===== src/rtl/multi_phase_signal_controller.sv =====
// N-phase intersection controller: round-robin green service with min/max green,
// demand gap-out, yellow and all-red clearance, and a flashing fail-safe mode.
module multi_phase_signal_controller #(
    parameter int NUM_PHASES = 4,
    parameter int GREEN_MIN  = 10,
    parameter int GREEN_MAX  = 40,
    parameter int YELLOW_T   = 4,
    parameter int ALLRED_T   = 2,
    parameter int FLASH_HALF = 8
) (
    input  logic                            clk,
    input  logic                            reset,
    input  logic [NUM_PHASES-1:0]           demand,
    input  logic                            flash,
    output logic [2*NUM_PHASES-1:0]         lights,
    output logic [$clog2(NUM_PHASES)-1:0]   active_phase,
    output logic                            phase_start,
    output logic                            in_flash
);

    localparam int AW   = $clog2(NUM_PHASES);
    localparam int T1   = (GREEN_MAX > YELLOW_T) ? GREEN_MAX : YELLOW_T;
    localparam int T2   = (T1 > ALLRED_T) ? T1 : ALLRED_T;
    localparam int TMAX = (T2 > 2 * FLASH_HALF) ? T2 : 2 * FLASH_HALF;
    localparam int TW   = $clog2(TMAX + 1);

    localparam logic [TW-1:0] G_MIN_END  = TW'(GREEN_MIN - 1);
    localparam logic [TW-1:0] G_MAX_END  = TW'(GREEN_MAX - 1);
    localparam logic [TW-1:0] Y_END      = TW'(YELLOW_T - 1);
    localparam logic [TW-1:0] R_END      = TW'(ALLRED_T - 1);
    localparam logic [TW-1:0] F_HALF_END = TW'(FLASH_HALF - 1);
    localparam logic [TW-1:0] F_END      = TW'(2 * FLASH_HALF - 1);

    localparam logic [2*NUM_PHASES-1:0] ALL_YELLOW = {NUM_PHASES{2'b01}};
    localparam logic [1:0] LAMP_YELLOW = 2'b01;
    localparam logic [1:0] LAMP_GREEN  = 2'b10;

    typedef enum logic [1:0] {
        GREEN,
        YELLOW,
        ALLRED,
        FLASH
    } state_t;

    state_t          state;
    logic [TW-1:0]   timer;
    logic [AW-1:0]   next_phase;
    logic [AW-1:0]   scan_phase;
    logic [AW-1:0]   cand;
    logic            other_demand;
    logic            leave_green;

    function automatic logic [2*NUM_PHASES-1:0] one_lamp(input logic [AW-1:0] p,
                                                         input logic [1:0]    code);
        one_lamp = '0;
        for (int i = 0; i < NUM_PHASES; i++) begin
            if (AW'(i) == p) one_lamp[2*i +: 2] = code;
        end
    endfunction

    // Scan downward so the nearest demanding phase after active_phase wins;
    // with no other demand the default is simply the following phase.
    always_comb begin
        scan_phase   = (active_phase == AW'(NUM_PHASES - 1)) ? '0 : active_phase + AW'(1);
        other_demand = 1'b0;
        cand         = '0;
        for (int k = NUM_PHASES - 1; k >= 1; k--) begin
            cand = AW'((int'(active_phase) + k) % NUM_PHASES);
            if (demand[cand]) begin
                scan_phase   = cand;
                other_demand = 1'b1;
            end
        end
    end

    assign leave_green = (timer >= G_MIN_END) &&
                         (flash || (other_demand && (!demand[active_phase] || timer == G_MAX_END)));

    always_ff @(posedge clk or posedge reset) begin
        if (reset) begin
            state        <= GREEN;
            timer        <= '0;
            active_phase <= '0;
            next_phase   <= '0;
            lights       <= one_lamp('0, LAMP_GREEN);
            phase_start  <= 1'b0;
            in_flash     <= 1'b0;
        end else begin
            phase_start <= 1'b0;
            case (state)
                GREEN: begin
                    if (leave_green) begin
                        state      <= YELLOW;
                        timer      <= '0;
                        next_phase <= scan_phase;
                        lights     <= one_lamp(active_phase, LAMP_YELLOW);
                    end else if (timer != G_MAX_END) begin
                        timer <= timer + 1'b1;
                    end
                end
                YELLOW: begin
                    if (timer == Y_END) begin
                        state  <= ALLRED;
                        timer  <= '0;
                        lights <= '0;
                    end else begin
                        timer <= timer + 1'b1;
                    end
                end
                ALLRED: begin
                    if (timer == R_END) begin
                        timer <= '0;
                        if (flash) begin
                            state    <= FLASH;
                            in_flash <= 1'b1;
                            lights   <= ALL_YELLOW;
                        end else begin
                            state        <= GREEN;
                            active_phase <= next_phase;
                            lights       <= one_lamp(next_phase, LAMP_GREEN);
                            phase_start  <= 1'b1;
                        end
                    end else begin
                        timer <= timer + 1'b1;
                    end
                end
                FLASH: begin
                    // Recovery always restarts service from phase 0.
                    if (!flash) begin
                        state      <= ALLRED;
                        timer      <= '0;
                        lights     <= '0;
                        in_flash   <= 1'b0;
                        next_phase <= '0;
                    end else if (timer == F_END) begin
                        timer  <= '0;
                        lights <= ALL_YELLOW;
                    end else begin
                        timer <= timer + 1'b1;
                        if (timer == F_HALF_END) lights <= '0;
                    end
                end
            endcase
        end
    end

endmodule


===== config.mk =====
export PLATFORM = sky130hd
export DESIGN_NAME = multi_phase_signal_controller
export DESIGN_NICKNAME = d
export VERILOG_FILES = /design/src/rtl/multi_phase_signal_controller.sv
export SDC_FILE = /design/constraint.sdc
export NUM_CORES = 1
export LEC_CHECK = 0
export CAP_MARGIN = 5
export CORE_MARGIN = 5
export CORE_UTILIZATION = 49
export CTS_CLUSTER_SIZE = 25
export DETAILED_ROUTE_END_ITERATION = 7
export PLACE_DENSITY = 0.75
export SLEW_MARGIN = 15
export SYNTH_ARGS = -nofsm -noshare
export SYNTH_HDL_FRONTEND = slang
export SYNTH_SLANG_ARGS = --single-unit

===== constraint.sdc =====
create_clock -name clk -period 2.27 [get_ports clk]
set_input_delay 0.454 -clock clk [delete_from_list [all_inputs] [get_ports clk]]
set_output_delay 0.454 -clock clk [all_outputs]
set_load 0.05 [all_outputs]

==> parameters.txt <==
Parameter                              Value

Timing
  Final Slew Violations ... 0
  Unrepaired setup endpoints after global routing ... true
  Slew Limit Headroom ... 65.5%
  Period minus WS final ... 2.26 ns
  Highest attainable clock frequency ... 443 MHz
  Worst setup skew after layout ... 0.0102 ns
  Total count of hold-check failures in the final report ... 0
  Sum of negative setup slack ... 0 ns
  Portion of the clock cycle consumed by the worst path in the final layout ... 99.5%
  Slew @ Worst Pin ... 0.516 ns
  Final count of negative-setup-slack endpoints ... 0

Clock tree
  CTS tree ... built
  Maximum buffer depth of the clock tree ... 2
  # hold bufs at CTS ... 0
  Number of clock buffers inserted by TritonCTS ... 3
  Number of H-tree levels ... 1
  Worst skew pair latency ... 0.31 ns
  Sink count of the clock tree ... 22
  Clock transition at path regs ... 0.13 ns
  Root buffer cell ... sky130_fd_sc_hd__clkbuf_4

Critical path
  Data arrival time of the worst path ... 2.47 ns
  Critical-path top delay cell ... sky130_fd_sc_hd__mux4_2
  Maximum fanout along the worst path ... 4
  Classification of the worst setup path ... in2reg
  Delay of the slowest cell on the worst path ... 0.49 ns
  Flop-to-flop setup slack ... 0.09 ns
  Element type at the critical path end ... flop
  Worst path required time ... 2.49 ns
  Worst R2R Start ... timer[1]$_DFFE_PP0P_
  Reg2reg end ... lights[3]$_DFFE_PP0P_
  Top delay family on crit path ... multiplexers
  CP Buf/Inv Count ... 2
  Ordered cell list for the critical path ... clkdlybuf4s50_1 -> mux4_2 -> o21ai_2 -> a31oi_4 -> or2_4 -> a21oi_4 -> buf_4 -> mux2_4
  Startpoint class of the critical path ... primary input
  Number of cells on the worst reg-to-reg path ... 9

Drt
  Routed length per placed instance ... 14.3 um
  DRC ... 0
  Via count ... 1322
  Initial DRC Count ... 56
  Post-detailed-route count of antenna-violating nets ... 0
  First-pass iteration count of the detailed router ... 5
  DR vias/cell ... 5.65
  Routed WL ... 3.34 mm

Global route
  Vias in the first global route ... 1265
  Met3 usage ... 2.05%
  Number of antenna violations at the first check in global routing ... 0
  Total congestion overflow ... 0
  Pin count of the biggest net entering global routing ... 23
  First-pass GRT wire length ... 5.70 mm
  Routing usage on met1 ... 22.0%
  Most used routing layer ... met2
  Total global-route track usage ... 16.8%
  GRT met2 Usage ... 28.7%

Power
  Power per unit of standard cell area ... 403 mW/mm^2
  Worst voltage drop across the vdd grid ... 0.000228 V
  Post-route total power ... 765 uW
  Leakage power ... 0.000833 uW

Yosys
  Synthesized net count ... 180
  Post-synthesis register bit count ... 22
  Count of mapped cells out of synthesis ... 166
  Number of synthesis warnings ... 0
  Sequential element share of the synthesized area ... 36.7%
  Mean cell area of the mapped netlist ... 9.05 um^2
  Unique masters post-synth ... 43
  Netlist area before placement ... 0.00150 mm^2

Floorplan
  Ports ... 19
  Width of the chip ... 65.4 um
  Vertical extent of the die ... 65.4 um
  Area of the die ... 0.00427 mm^2
  Number of placement rows ... 20
  Initial core utilization ... 50.0%
  Core area ... 0.00300 mm^2

Cells and area
  Final Util ... 63.1%
  FILL cells ... 249
  Net total in the final layout ... 216
  Diodes inserted ... 0
  Relative area change from synthesis to final layout ... 26.1%
  Non-Filler Instances ... 234
  Fraction of final layout cells sized beyond drive strength 1 ... 19.9%

Placement
  Input/output buffers ... 18
  Final weighted congestion of routability-driven global placement ... 0.831
  Estimated wirelength of the detail-placed design ... 2.53 mm
  Placed Cells ... 227

Min path
  Hold Path Class ... in2async

Outcome
  Run status ... finished clean

Flow run
  Max cap viols ... 0
how the worst max path moves through the flow:
stage,start,end,cells after the start,slack [ns]
after global placement,demand[3],lights[5]$_DFFE_PP0P_,7,-0.21
final,demand[3],lights[3]$_DFFE_PP0P_,8,0.01
after global routing,demand[3],lights[3]$_DFFE_PP0P_,8,-0.05
after floorplan,active_phase[1]$_DFFE_PP0P_,lights[3]$_DFFE_PP0P_,7,-0.13
after CTS,active_phase[1]$_DFFE_PP0P_,active_phase[1],2,0.05
after detailed placement,demand[3],lights[0]$_DFFE_PP0P_,8,-0.30
report_power, final:
group	total, uW	leakage, uW	internal (uW)	switching, uW
Combinational	71.2	0.000563	34.2	36.9
Clock	299	0.0000279	179	121
Sequential	394	0.000242	393	1.58
cell families after synthesis:
group	Yosys count	share of synthesized area, %
AO/OA/AOI/OAI	41	19.3
flip-flops	22	36.7
buffers and inverters	18	5.16
XOR/XNOR	4	2.33
multiplexers	14	11.6
AND/OR/NAND/NOR	60	19.1
adder cells (fa/ha/maj)	7	5.83
tightest hold or removal path: stages:
cell	delay (ns)
sky130_fd_sc_hd__clkdlybuf4s50_1	0.39
sky130_fd_sc_hd__inv_1	0.05
sky130_fd_sc_hd__buf_4	0.27
metrics by stage:
| step | setup slack [ns] | area (um^2) | hold WS [ns] |
|---|---|---|---|
| floorplan | -0.125 | 1510 | 0.442 |
| global placement | -0.208 | 1810 | 0.494 |
| detailed placement | -0.295 | 1810 | 0.506 |
| CTS | 0.0541 | 1870 | 0.461 |
| global route | -0.0483 | 1900 | 0.481 |
| finish | 0.0104 | 1900 | 0.455 |
cell usage in the layout, fill, tap and decap left out, types with 3 or more instances in the layout:
cell / synthesis / final
sky130_fd_sc_hd__dfrtp_1: 21 / 19
sky130_fd_sc_hd__buf_4: 0 / 19
sky130_fd_sc_hd__nor2_1: 18 / 18
sky130_fd_sc_hd__nand2_1: 18 / 18
sky130_fd_sc_hd__clkdlybuf4s50_1: 0 / 18
sky130_fd_sc_hd__inv_1: 12 / 12
sky130_fd_sc_hd__a21oi_1: 11 / 11
sky130_fd_sc_hd__o21ai_0: 11 / 11
sky130_fd_sc_hd__mux2i_1: 8 / 8
sky130_fd_sc_hd__ha_1: 7 / 6
sky130_fd_sc_hd__nand3_1: 5 / 5
sky130_fd_sc_hd__a31oi_1: 4 / 4
sky130_fd_sc_hd__mux2_4: 4 / 4
sky130_fd_sc_hd__nor3_1: 3 / 3
sky130_fd_sc_hd__and2_1: 3 / 3
sky130_fd_sc_hd__nand2b_1: 3 / 3
sky130_fd_sc_hd__clkbuf_4: 0 / 3
cells in the mapped netlist, drive strengths merged:
library cell / n / area share [%]
mux2: 5 / 4.7
o31ai: 1 / 0.50
inv: 12 / 3.0
mux2i: 8 / 5.3
nor4: 1 / 0.42
xor2: 2 / 1.2
buf: 3 / 1.4
dfstp: 1 / 1.7
clkbuf: 3 / 0.75
o22ai: 1 / 0.42
or2: 1 / 0.58
nor3: 3 / 1.0
o211a: 1 / 0.67
ha: 7 / 5.8
xnor2: 2 / 1.2
o311a: 1 / 0.67
a31oi: 5 / 3.1
o21ai: 13 / 5.3
nand2: 18 / 4.5
nor3b: 2 / 1.0
dfrtp: 21 / 35
nand3: 5 / 1.7
a21boi: 1 / 0.50
a32oi: 1 / 0.58
nor2: 18 / 4.5
o211ai: 2 / 1.0
a21oi: 12 / 4.7
and3: 1 / 0.42
nand2b: 3 / 1.2
or3b: 1 / 0.58
nor2b: 2 / 0.83
a221o: 1 / 0.67
mux4: 1 / 1.5
and2: 3 / 1.2
or4: 1 / 0.50
a221oi: 2 / 1.2
nand4b: 1 / 0.58
repair_timing:
item | 4_1_cts | 5_1_grt
setup endpoints to repair | 0 | 4
buffers inserted | 0 | 3
gates resized for setup | 0 | 2
final cells by class:
cell class	instances	area, um^2	share of cell area [%]
Sequential cell	22	554	29.2
Clock inverter	1	30.0	1.58
Tap cell	33	41.3	2.18
Clock buffer	3	22.5	1.19
Inverter	12	45.0	2.38
Timing Repair Buffer	37	323	17.0
Multi-Input combinational cell	126	880	46.4
state kept, by name, indices dropped and copies added, names as in the netlist:
signal and cells:
state 2, in_flash 1, lights 8, phase_start 1, timer 6, active_phase 2
next_phase 2
layer usage:
metal | up-vias | share of wire, %
met5 | - | 0
met4 | 0 | 1.9
met3 | 7 | 4.1
met2 | 38 | 50
met1 | 626 | 43
li1 | 651 | -
Note: power is estimated with default switching activity, not from simulation.
